File: config.mk
export PLATFORM = sky130hd
export DESIGN_NAME = multicycle_control_fsm
export DESIGN_NICKNAME = d
export VERILOG_FILES = /design/src/rtl/legv8_ctrl_pkg.sv /design/src/rtl/legv8_opcode_classify.sv /design/src/rtl/multicycle_control_fsm.sv
export SDC_FILE = /design/constraint.sdc
export NUM_CORES = 1
export LEC_CHECK = 0
export ABC_AREA = 1
export BUFFER_PORTS_ARGS = -buffer_cell sky130_fd_sc_hd__buf_2
export CAP_MARGIN = 20
export CORE_MARGIN = 2
export CORE_UTILIZATION = 55
export DETAILED_ROUTE_END_ITERATION = 10
export PLACE_DENSITY = 0.84
export REMOVE_ABC_BUFFERS = 1
export SLEW_MARGIN = 0
export SYNTH_ARGS = -nofsm -noshare
export SYNTH_HDL_FRONTEND = slang
export SYNTH_SLANG_ARGS = --single-unit
File: constraint.sdc
create_clock -name clk -period 3.35 [get_ports clk]
set_input_delay 0.335 -clock clk [delete_from_list [all_inputs] [get_ports clk]]
set_output_delay 0.335 -clock clk [all_outputs]
set_load 0.1 [all_outputs]
File: src/rtl/legv8_ctrl_pkg.sv
// Shared encodings for the LEGv8 multi-cycle controller: states, instruction
// classes, opcode match patterns, ALUop codes and the per-class static controls.
package legv8_ctrl_pkg;

    localparam int unsigned OPCODE_W = 11;
    localparam int unsigned STATE_W  = 3;
    localparam int unsigned ALUOP_W  = 2;

    typedef enum logic [STATE_W-1:0] {
        ST_FETCH  = 3'd0,
        ST_DECODE = 3'd1,
        ST_EXEC   = 3'd2,
        ST_MEM    = 3'd3,
        ST_WB     = 3'd4,
        ST_TRAP   = 3'd7
    } state_e;

    typedef enum logic [2:0] {
        CLS_NONE = 3'd0,
        CLS_R    = 3'd1,
        CLS_ADDI = 3'd2,
        CLS_SUBI = 3'd3,
        CLS_LDUR = 3'd4,
        CLS_STUR = 3'd5,
        CLS_CBZ  = 3'd6,
        CLS_B    = 3'd7
    } cls_e;

    // Prefix patterns compare against the top bits of the opcode only.
    localparam logic [5:0]  OPC_B    = 6'b000101;
    localparam logic [7:0]  OPC_CBZ  = 8'b10110100;
    localparam logic [9:0]  OPC_ADDI = 10'b1001000100;
    localparam logic [9:0]  OPC_SUBI = 10'b1101000100;
    localparam logic [10:0] OPC_ADD  = 11'b10001011000;
    localparam logic [10:0] OPC_SUB  = 11'b11001011000;
    localparam logic [10:0] OPC_AND  = 11'b10001010000;
    localparam logic [10:0] OPC_ORR  = 11'b10101010000;
    localparam logic [10:0] OPC_LDUR = 11'b11111000010;
    localparam logic [10:0] OPC_STUR = 11'b11111000000;

    localparam logic [ALUOP_W-1:0] ALUOP_ADD   = 2'b00;
    localparam logic [ALUOP_W-1:0] ALUOP_PASS  = 2'b01;
    localparam logic [ALUOP_W-1:0] ALUOP_FUNCT = 2'b10;

    typedef struct packed {
        logic               reg2loc;
        logic               alusrc;
        logic               memtoreg;
        logic               branch;
        logic [ALUOP_W-1:0] aluop;
    } static_ctrl_t;

    // Datapath controls that stay constant for the whole instruction.
    function automatic static_ctrl_t static_ctrl(input cls_e cls);
        static_ctrl_t c;
        c = '0;
        case (cls)
            CLS_R: c.aluop = ALUOP_FUNCT;
            CLS_ADDI, CLS_SUBI: begin
                c.alusrc = 1'b1;
                c.aluop  = ALUOP_FUNCT;
            end
            CLS_LDUR: begin
                c.reg2loc  = 1'b1;
                c.alusrc   = 1'b1;
                c.memtoreg = 1'b1;
                c.aluop    = ALUOP_ADD;
            end
            CLS_STUR: begin
                c.reg2loc = 1'b1;
                c.alusrc  = 1'b1;
                c.aluop   = ALUOP_ADD;
            end
            CLS_CBZ: begin
                c.reg2loc = 1'b1;
                c.branch  = 1'b1;
                c.aluop   = ALUOP_PASS;
            end
            CLS_B: begin
                c.branch = 1'b1;
                c.aluop  = ALUOP_PASS;
            end
            default: c = '0;
        endcase
        return c;
    endfunction

endpackage

File: src/rtl/legv8_opcode_classify.sv
// Combinational opcode decoder: maps an 11-bit LEGv8 opcode to an instruction
// class and flags anything unsupported as illegal.
module legv8_opcode_classify
    import legv8_ctrl_pkg::*;
(
    input  logic [OPCODE_W-1:0] opcode,
    output logic [2:0]          cls_c,
    output logic                illegal_c
);

    cls_e cls;

    always_comb begin
        cls = CLS_NONE;
        if (opcode[10:5] == OPC_B) begin
            cls = CLS_B;
        end else if (opcode[10:3] == OPC_CBZ) begin
            cls = CLS_CBZ;
        end else if (opcode[10:1] == OPC_ADDI) begin
            cls = CLS_ADDI;
        end else if (opcode[10:1] == OPC_SUBI) begin
            cls = CLS_SUBI;
        end else if (opcode == OPC_ADD || opcode == OPC_SUB ||
                     opcode == OPC_AND || opcode == OPC_ORR) begin
            cls = CLS_R;
        end else if (opcode == OPC_LDUR) begin
            cls = CLS_LDUR;
        end else if (opcode == OPC_STUR) begin
            cls = CLS_STUR;
        end
    end

    assign cls_c     = cls;
    assign illegal_c = (cls == CLS_NONE);

endmodule

File: src/rtl/multicycle_control_fsm.sv
// LEGv8 multi-cycle sequencer (FETCH/DECODE/EXEC/MEM/WB/TRAP) with memory
// handshake timeout. Define CTRL_PERF_CNT_EN to add cycle/retired counters.
module multicycle_control_fsm
    import legv8_ctrl_pkg::*;
#(
    parameter int unsigned WAIT_LIMIT = 255,
    parameter int unsigned WAIT_W     = 8
) (
    input  logic                clk,
    input  logic                rst,
    input  logic [OPCODE_W-1:0] opcode_i,
    input  logic                alu_zero_i,
    input  logic                imem_ready_i,
    input  logic                dmem_ready_i,
    output logic                imem_req,
    output logic                ir_write,
    output logic                pc_write,
    output logic                pc_src,
    output logic                reg2Loc,
    output logic                ALUsrc,
    output logic                memtoReg,
    output logic                regWrite,
    output logic                memRead,
    output logic                memWrite,
    output logic                branch,
    output logic [ALUOP_W-1:0]  ALUop,
    output logic [STATE_W-1:0]  state_o,
    output logic                illegal_o
`ifdef CTRL_PERF_CNT_EN
    ,
    output logic [31:0]         cycle_cnt,
    output logic [31:0]         retired_cnt
`endif
);

    state_e            state_q, state_d;
    cls_e              cls_q, cls_d, dec_cls;
    logic [2:0]        dec_cls_raw;
    logic              dec_illegal;
    logic [WAIT_W-1:0] wait_q, wait_d;
    logic              timeout_c;
    logic              illegal_q;
    static_ctrl_t      sctrl;

    legv8_opcode_classify u_classify (
        .opcode    (opcode_i),
        .cls_c     (dec_cls_raw),
        .illegal_c (dec_illegal)
    );

    assign dec_cls = cls_e'(dec_cls_raw);

    // Last permitted low-ready cycle; a ready in this same cycle still wins.
    assign timeout_c = (WAIT_LIMIT != 0) && (wait_q == WAIT_W'(WAIT_LIMIT - 1));

    // Next-state, class capture and wait counter.
    always_comb begin
        state_d = state_q;
        cls_d   = cls_q;
        wait_d  = wait_q;
        case (state_q)
            ST_FETCH: begin
                if (imem_ready_i) begin
                    state_d = ST_DECODE;
                end else if (timeout_c) begin
                    state_d = ST_TRAP;
                end else begin
                    wait_d = wait_q + WAIT_W'(1);
                end
            end
            ST_DECODE: begin
                cls_d   = dec_cls;
                state_d = dec_illegal ? ST_TRAP : ST_EXEC;
            end
            ST_EXEC: begin
                wait_d = '0;
                case (cls_q)
                    CLS_R, CLS_ADDI, CLS_SUBI: state_d = ST_WB;
                    CLS_LDUR, CLS_STUR:        state_d = ST_MEM;
                    CLS_B, CLS_CBZ:            state_d = ST_FETCH;
                    default:                   state_d = ST_TRAP;
                endcase
            end
            ST_MEM: begin
                if (dmem_ready_i) begin
                    wait_d  = '0;
                    state_d = (cls_q == CLS_LDUR) ? ST_WB : ST_FETCH;
                end else if (timeout_c) begin
                    state_d = ST_TRAP;
                end else begin
                    wait_d = wait_q + WAIT_W'(1);
                end
            end
            ST_WB: begin
                wait_d  = '0;
                state_d = ST_FETCH;
            end
            ST_TRAP: state_d = ST_TRAP;
            default: state_d = ST_TRAP;
        endcase
    end

    always_ff @(posedge clk or posedge rst) begin
        if (rst) begin
            state_q   <= ST_FETCH;
            cls_q     <= CLS_NONE;
            wait_q    <= '0;
            illegal_q <= 1'b0;
        end else begin
            state_q <= state_d;
            cls_q   <= cls_d;
            wait_q  <= wait_d;
            if (state_d == ST_TRAP) begin
                illegal_q <= 1'b1;
            end
        end
    end

    // Output decode; DECODE uses the live classification since the class
    // register only loads at the end of that cycle.
    always_comb begin
        imem_req = 1'b0;
        ir_write = 1'b0;
        pc_write = 1'b0;
        pc_src   = 1'b0;
        regWrite = 1'b0;
        memRead  = 1'b0;
        memWrite = 1'b0;
        sctrl    = '0;
        if (state_q inside {ST_DECODE, ST_EXEC, ST_MEM, ST_WB}) begin
            sctrl = static_ctrl((state_q == ST_DECODE) ? dec_cls : cls_q);
        end
        case (state_q)
            ST_FETCH: begin
                imem_req = !rst;
                ir_write = !rst && imem_ready_i;
            end
            ST_EXEC: begin
                if (cls_q == CLS_B) begin
                    pc_write = 1'b1;
                    pc_src   = 1'b1;
                end else if (cls_q == CLS_CBZ) begin
                    pc_write = 1'b1;
                    pc_src   = alu_zero_i;
                end
            end
            ST_MEM: begin
                memRead  = (cls_q == CLS_LDUR);
                memWrite = (cls_q == CLS_STUR);
                pc_write = (cls_q == CLS_STUR) && dmem_ready_i;
            end
            ST_WB: begin
                regWrite = 1'b1;
                pc_write = 1'b1;
            end
            default: begin
                imem_req = 1'b0;
            end
        endcase
        reg2Loc  = sctrl.reg2loc;
        ALUsrc   = sctrl.alusrc;
        memtoReg = sctrl.memtoreg;
        branch   = sctrl.branch;
        ALUop    = sctrl.aluop;
    end

    assign state_o   = state_q;
    assign illegal_o = illegal_q;

`ifdef CTRL_PERF_CNT_EN
    always_ff @(posedge clk or posedge rst) begin
        if (rst) begin
            cycle_cnt   <= '0;
            retired_cnt <= '0;
        end else begin
            if (state_q != ST_TRAP) begin
                cycle_cnt <= cycle_cnt + 32'd1;
            end
            if (pc_write) begin
                retired_cnt <= retired_cnt + 32'd1;
            end
        end
    end
`endif

endmodule

==> flow_metrics.py, run 1 <==
metrics = {
    "outcome": {
        "status": "complete, no violations",
    },
    "worst_setup_path": {
        "crit_type": "reg -> out",
        "regToRegStartpoint": "wait_q[0]",
        "r2r_cells": 12,
        "crit_start": "state_o[1]",
        "cp-end-kind": "output pin",
        "rrSetupSlack_ns": 1.58,
        "crit_fanout": 7,
        "worstPathArrival_ns": 2.14,
        "required_ns": 3.01,
        "crit_path_start_kind": "flip-flop",
        "r2r_end": "illegal_o",
    },
    "clock_tree": {
        "h-tree-depth": 1,
        "cts_hold_buf": 0,
        "worstSkewPairLatency_ns": 0.28,
        "cts_buffers": 3,
        "cts_sinks": 15,
        "cts_resized": 0,
        "clkTransAtPathRegs_ns": 0.09,
        "cts_root_buf": "clkbuf_4",
        "ctsLongestPathBuffers": 2,
        "cts_tree": "yes",
        "cts_setup_buffers": 0,
    },
    "die": {
        "dieArea_sq_um": 2857,
        "initial_core_util_pct": 59.66,
        "row_count": 17,
        "die_w_um": 53.45,
        "core_area_sq_um": 2255,
        "die_h_um": 53.45,
        "io_pins": 33,
    },
    "timing": {
        "setup_viol": 0,
        "relSlewSlack_pct": 62.06,
        "holdWs_ns": 0.1113,
        "rsz0062_at_grt": "no",
        "period_share_pct": 73.75,
        "hold_viol_final": 0,
        "fmax_ghz": 0.4047,
        "worst_slew_pin_slew_ns": 0.5685,
        "clock-skew-final_ns": 0.009363,
        "setup_ws_ns": 0.8793,
        "period_minus_slack_ns": 2.471,
        "slew_violations": 0,
    },
    "power": {
        "clock_power_share_pct": 31.5,
        "vdd_drop_max_mv": 0.2479,
        "power.density_nw_per_um2": 208.1,
        "power_frac_comb_pct": 12.1,
        "swShare_pct": 25.41,
        "power.switching_mw": 0.08218,
        "p_seq_share_pct": 56.4,
        "power.internal_mw": 0.2412,
        "p_leak_nw": 0.8337,
    },
    "place": {
        "place.port_buffers": 32,
        "dp_hpwl_mm": 2.510,
        "dp_worst_setup_slack_ns": 1.230,
        "gp_congestion": 0.9652,
    },
    "synth": {
        "synth.distinct_cells": 28,
        "synthCells": 217,
        "ys_warn_count": 0,
        "syn_avg_cell_area_sq_um": 6.198,
        "yosys_register_bits": 15,
        "syn-cell-area_sq_um": 1345,
        "ys_seq_area_share_pct": 27.91,
    },
    "routing": {
        "viasPerCell": 5.226,
        "drt_wl_total_mm": 3.160,
        "drt_iter0_markers": 42,
        "post-route-drc-count": 0,
        "vias": 1458,
        "drtPass1Iterations": 4,
        "ant_nets": 0,
        "wl_per_cell_um": 11.33,
    },
    "global_route": {
        "first_global_vias": 1334,
        "grt-ovfl-total": 0,
        "grt_antenna_before_repair": 0,
        "grt_max_degree": 16,
        "gr-usage-all-layers_pct": 25.86,
        "grt_pass1_wl_mm": 5.423,
    },
    "cells_and_area": {
        "num_antenna_cells": 0,
        "layout-drive-gt1-share_pct": 23.90,
        "fillers": 220,
        "syn2layout_area_growth_pct": 15.53,
        "final_util_pct": 68.92,
        "multiInputGateArea_sq_um": 833.3,
        "regArea_sq_um": 375.4,
        "fin_nets": 270,
    },
    "hold_path": {
        "hp-class": "in -> async",
    },
    "job": {
        "maxCapViolCount": 0,
    },
}
==> cells in the final DEF (no fill, tap or decap) <==
| cell | instances |
|---|---|
| nand2_1 | 54 |
| nor2_1 | 45 |
| buf_2 | 32 |
| inv_1 | 26 |
| nand3_1 | 16 |
| dfrtp_1 | 15 |
| a21oi_1 | 8 |
| inv_2 | 7 |
| o21ai_1 | 6 |
| nor2_2 | 5 |
| o21ai_0 | 4 |
| nand2_2 | 3 |
| nand2_4 | 3 |
| nand3_2 | 3 |
| nand4_1 | 3 |
| clkbuf_4 | 3 |
| xor2_1 | 2 |
| o21bai_1 | 2 |
| nor3_1 | 2 |
| a32o_1 | 2 |
| ha_1 | 2 |
| a21oi_4 | 1 |
| or2_4 | 1 |
| a31oi_1 | 1 |
| nor3_4 | 1 |
| or2_1 | 1 |
| o21bai_2 | 1 |
| nor4_1 | 1 |
| clkbuf_1 | 1 |
==> cells by family (layout without fill, tap and decap cells) <==
| kind of cell | count (synthesis) | after routing | share of synthesized area (%) |
|---|---|---|---|
| and+or+nand+nor | 138 | 138 | 46.98 |
| buffers and inverters | 35 | 69 | 10.14 |
| AOI/OAI and AO/OA | 25 | 25 | 11.81 |
| DFF | 15 | 15 | 27.91 |
| adders and majority gates | 2 | 2 | 1.860 |
| xor gates and xnor gates | 2 | 2 | 1.303 |
==> layout make-up <==
type | instances | area share, %
timing repair buffer | 32 | 10.31
multi-input combinational | 167 | 53.62
sequential | 15 | 24.15
clock buffer | 4 | 1.691
tap | 28 | 2.254
inverter | 33 | 7.971
==> sequential cells by signal (all words and copies together) (netlist names) <==
| name | count |
|---|---|
| cls_q | 3 |
| wait_q | 8 |
| state_o | 3 |
| illegal_o | 1 |
==> synthesized netlist by cell type <==
master    count  area share [%]
a21oi_1       8             3.0
a21oi_4       1             1.2
a31oi_1       1            0.47
a32o_1        2             1.5
buf_2         1            0.37
buf_4         1            0.56
dfrtp_1      15              28
ha_1          2             1.9
inv_1        26             7.3
inv_2         7             2.0
nand2_1      54              15
nand2_2       3             1.4
nand2_4       3             2.5
nand3_1      16             6.0
nand3_2       3             2.2
nand4_1       3             1.4
nor2_1       45              13
nor2_2        5             2.3
nor3_1        2            0.74
nor3_4        1             1.2
nor4_1        1            0.47
o21ai_0       4             1.5
o21ai_1       6             2.2
o21bai_1      2             1.1
o21bai_2      1            0.84
or2_1         1            0.47
or2_4         1            0.65
xor2_1        2             1.3
==> how the worst max path moves through the flow <==
stage | cells after the start | end | slack (ns)
finish | 6 | memtoReg | 0.88
CTS | 6 | memtoReg | 0.90
global placement | 6 | memtoReg | 1.23
detailed placement | 6 | memtoReg | 1.23
floorplan | 4 | pc_write | -2.16
global route | 6 | memtoReg | 0.73
==> through the flow <==
stage	area [sq um]	setup TNS [ns]	power (mW)	cells
global placement	1528	0	0.2247	275
floorplan	1333	-10.09	0.2066	215
finish	1554	0	0.3234	279
CTS	1554	0	0.3267	279
global route	1554	0	0.3434	279
detailed placement	1528	0	0.2249	275
==> critical path, cell delays in order (launching register included) <==
cell and delay, ns:
dfrtp_1 0.50, nor3_4 0.34, nand2_1 0.11, o21bai_1 0.27
inv_1 0.09, nor2_1 0.11, buf_2 0.43
==> routing by layer <==
metal	GRT usage [%]	up-vias	wire length [um]	share of wire (%)
met1	32.35	640	1467	46
met5	0	-	0	0
met4	6.410	0	50	1.6
met2	44.03	54	1440	46
met3	6.215	8	203	6.4
li1	-	756	-	-
==> power groups by stage <==
stage | sequential (mW) | clock (mW) | combinational, mW
6_report | 0.182 | 0.102 | 0.0392
5_1_grt | 0.182 | 0.116 | 0.0452
4_1_cts | 0.182 | 0.105 | 0.0392
3_5_place_dp | 0.186 | 0 | 0.0390
3_3_place_gp | 0.186 | 0 | 0.0389
2_1_floorplan | 0.186 | 0 | 0.0209
No activity file was read; power rests on OpenSTA's default activity.
==> run 2: changes to the inputs <==
- ABC_AREA: 1 -> 0
- CORE_UTILIZATION: 55 -> 52
- PLACE_DENSITY: 0.84 -> 0.81
- clock period: 3.35 -> 2.4 ns (I/O delays scaled with it)
==> run 2 against run 1 <==
The run now ends with design-rule violations, negative setup slack left. Sequential cell count stayed put. Largest power group is now combinational cells. Largest cell class unchanged. Die area decreased by 2.5%. Global-route usage up 1.1 points. Wire length grew 21%. Cell area increased by 7.8%. First-iteration DRC count rose by 36%.
==> flow_metrics.py, run 2 <==
metrics = {
    "cells_and_area": {
        "layout-drive-gt1-share_pct": 34.55,
        "regMostFlops": "wait_q",
        "syn2layout_area_growth_pct": 35.39,
        "final_util_pct": 75.01,
        "largest_register_ffs": 8,
        "final_common_cell": "buf_2",
        "fin_nets": 210,
        "num_antenna_cells": 0,
        "final_area_sq_um": 1675,
        "final_cell_mix": "buf_2, dfrtp_1, nor2_1, nand2_1, a21oi_1",
    },
    "clock_tree": {
        "h-tree-depth": 1,
        "clkTransAtPathRegs_ns": 0.10,
        "ctsLongestPathBuffers": 2,
        "cts_sinks": 15,
        "cts_root_buf": "clkbuf_4",
        "cts_hold_buf": 0,
        "worstSkewPairLatency_ns": 0.28,
        "cts_tree": "yes",
        "cts_buffers": 3,
    },
    "synth": {
        "synth_edf_count": 0,
        "synth_fa_ha_area_share_pct": 2.022,
        "async_flop_share_pct": 100.0,
        "synth-simple-area-share_pct": 34.88,
        "ys_warn_count": 0,
        "synth_top_family_by_area": "simple AND/OR/NAND/NOR gates",
        "ys.flop_type": "dfrtp_1",
        "ys_top_cells_by_area": "dfrtp_1, a21oi_1, nand2_1",
        "synthCells": 149,
        "ys_seq_area_share_pct": 30.33,
        "yosys.area.top_type": "dfrtp_1",
        "syn-cell-area_sq_um": 1237,
        "yosysMostFrequentCell": "dfrtp_1",
        "synth.distinct_cells": 51,
        "yosys_register_bits": 15,
        "synth_compound_area_share_pct": 25.58,
        "synth-xor-area-share_pct": 1.416,
        "muxShareOfSynthArea_pct": 0.8089,
        "synth_top_area_share_pct": 30.33,
        "synth_commonest_cells": "dfrtp_1, nand2_1, nor2_1",
        "syn_avg_cell_area_sq_um": 8.305,
    },
    "worst_setup_path": {
        "crit_fanout": 4,
        "regToRegStartpoint": "state_o[1]",
        "worstPathArrival_ns": 2.17,
        "cp-end-kind": "output pin",
        "crit_path_start_kind": "input port",
        "crit_type": "in -> out",
        "crit_start": "opcode_i[8]",
        "required_ns": 2.16,
    },
    "timing": {
        "slew_violations": 0,
        "setup_ws_ns": -0.007154,
        "setup_tns_ns": -0.01193,
        "worst_slew_pin_slew_ns": 0.6216,
        "period_share_pct": 100.3,
        "hold_viol_final": 0,
        "fmax_ghz": 0.4154,
        "rsz0062_at_grt": "yes",
        "clock-skew-final_ns": 0.0007390,
        "period_minus_slack_ns": 2.407,
        "setup_viol": 2,
        "relSlewSlack_pct": 58.56,
    },
    "global_route": {
        "grt_antenna_before_repair": 0,
        "first_global_vias": 1325,
        "grt-ovfl-total": 0,
        "gr-usage-all-layers_pct": 26.97,
        "grt_max_degree": 17,
        "grt_pass1_wl_mm": 5.568,
    },
    "outcome": {
        "violations": "design-rule violations, negative setup slack",
        "status": "complete, but fails checks",
    },
    "power": {
        "p_seq_share_pct": 28.0,
        "p_leak_nw": 0.7000,
        "vdd_drop_max_mv": 0.6497,
        "swShare_pct": 53.59,
        "power.density_nw_per_um2": 853.8,
        "power.switching_mw": 0.7666,
        "power.internal_mw": 0.6638,
        "clock_power_share_pct": 10.4,
        "power_frac_comb_pct": 61.5,
    },
    "die": {
        "dieArea_sq_um": 2786,
        "initial_core_util_pct": 55.41,
        "row_count": 17,
        "die_h_um": 52.78,
        "die_w_um": 52.78,
        "io_pins": 33,
        "core_area_sq_um": 2233,
    },
    "hold_path": {
        "hp-class": "in -> async",
    },
    "routing": {
        "ant_nets": 0,
        "post-route-drc-count": 2,
        "viasPerCell": 6.315,
        "vias": 1383,
        "drtPass1Iterations": 7,
        "wl_per_cell_um": 17.51,
        "drt_wl_total_mm": 3.835,
        "drt_iter0_markers": 57,
    },
    "place": {
        "placed_area_sq_um": 1540,
        "place.port_buffers": 32,
        "gp_congestion": 0.8143,
        "dp_hpwl_mm": 2.616,
    },
    "job": {
        "maxCapViolCount": 0,
    },
}
[run 2: cell types whose count changed after synthesis, moves of 4 or more]
cell,before,now
nand2_1,54,14
nor2_1,45,14
inv_1,26,7
nand3_1,16,6
inv_2,7,0
nand2b_1,0,6
a21oi_1,8,13
nor2_2,5,0
nor2b_1,0,4
[run 2: cells by family after synthesis]
kind of cell,after synthesis
xor+xnor,2
simple gates,72
buf+inv,11
compound gates,46
flops,15
fa+ha+maj,2
mux,1
[run 2: worst max-delay path, cell delays in order]
cell      delay, ns
buf_6          0.09
or4b_4         0.53
or4_4          0.45
a21boi_4       0.17
nor3_4         0.08
nor4b_4        0.37
buf_12         0.22
[run 2: cell type report]
class,instances,area (sq um)
Sequential cell,15,375.4
Clock inverter,1,5.005
Inverter,7,26.28
Timing Repair Buffer,42,349.1
Multi-Input combinational cell,123,862.1
Fill cell,164,558.0
Tap cell,28,35.03
Clock buffer,3,22.52
[run 2: final timing paths]
path                               to  slack (ns)  depth (start not counted)
max                          memtoReg      -0.007                          7
min                        state_o[2]        0.02                          2
max reg2reg                 illegal_o        0.51                          6
min reg2reg                 illegal_o        0.49                          1
max in group asynchronous    cls_q[1]        2.01                          2
min in group clk           state_o[1]        0.43                          4
[run 2: power by group through the flow]
stage | clock [mW] | combinational (mW) | sequential [mW]
4_1_cts | 0.150 | 0.849 | 0.395
6_report | 0.149 | 0.880 | 0.401
3_5_place_dp | 0 | 0.831 | 0.401
3_3_place_gp | 0 | 0.807 | 0.397
5_1_grt | 0.163 | 0.933 | 0.409
2_1_floorplan | 0 | 0.473 | 0.519
[run 2: metrics by stage]
step / setup slack, ns / hold slack, ns / instances / total power, mW
finish: -0.007154 / 0.01566 / 219 / 1.430
global route: -0.04748 / 0.06414 / 219 / 1.505
CTS: -0.04536 / 0.03644 / 216 / 1.395
detailed placement: -0.1276 / 0.3458 / 212 / 1.232
global placement: -0.01993 / 0.3342 / 212 / 1.203
floorplan: -1.928 / 0.1415 / 145 / 0.9920
[run 2: timing repair]
item	4_1_cts	5_1_grt
endpoints found under the setup margin	5	6
pin swaps	1	9
setup buffers	0	3
resized for setup	3	15
[run 2: routing by layer]
layer | GRT usage (%) | wire length [um] | vias up | part of all wire [%]
li1 | - | - | 639 | -
met5 | 0 | 0 | - | 0
met4 | 9.402 | 145 | 0 | 3.8
met1 | 28.26 | 1396 | 667 | 36
met2 | 52.29 | 2084 | 63 | 54
met3 | 5.143 | 208 | 14 | 5.4
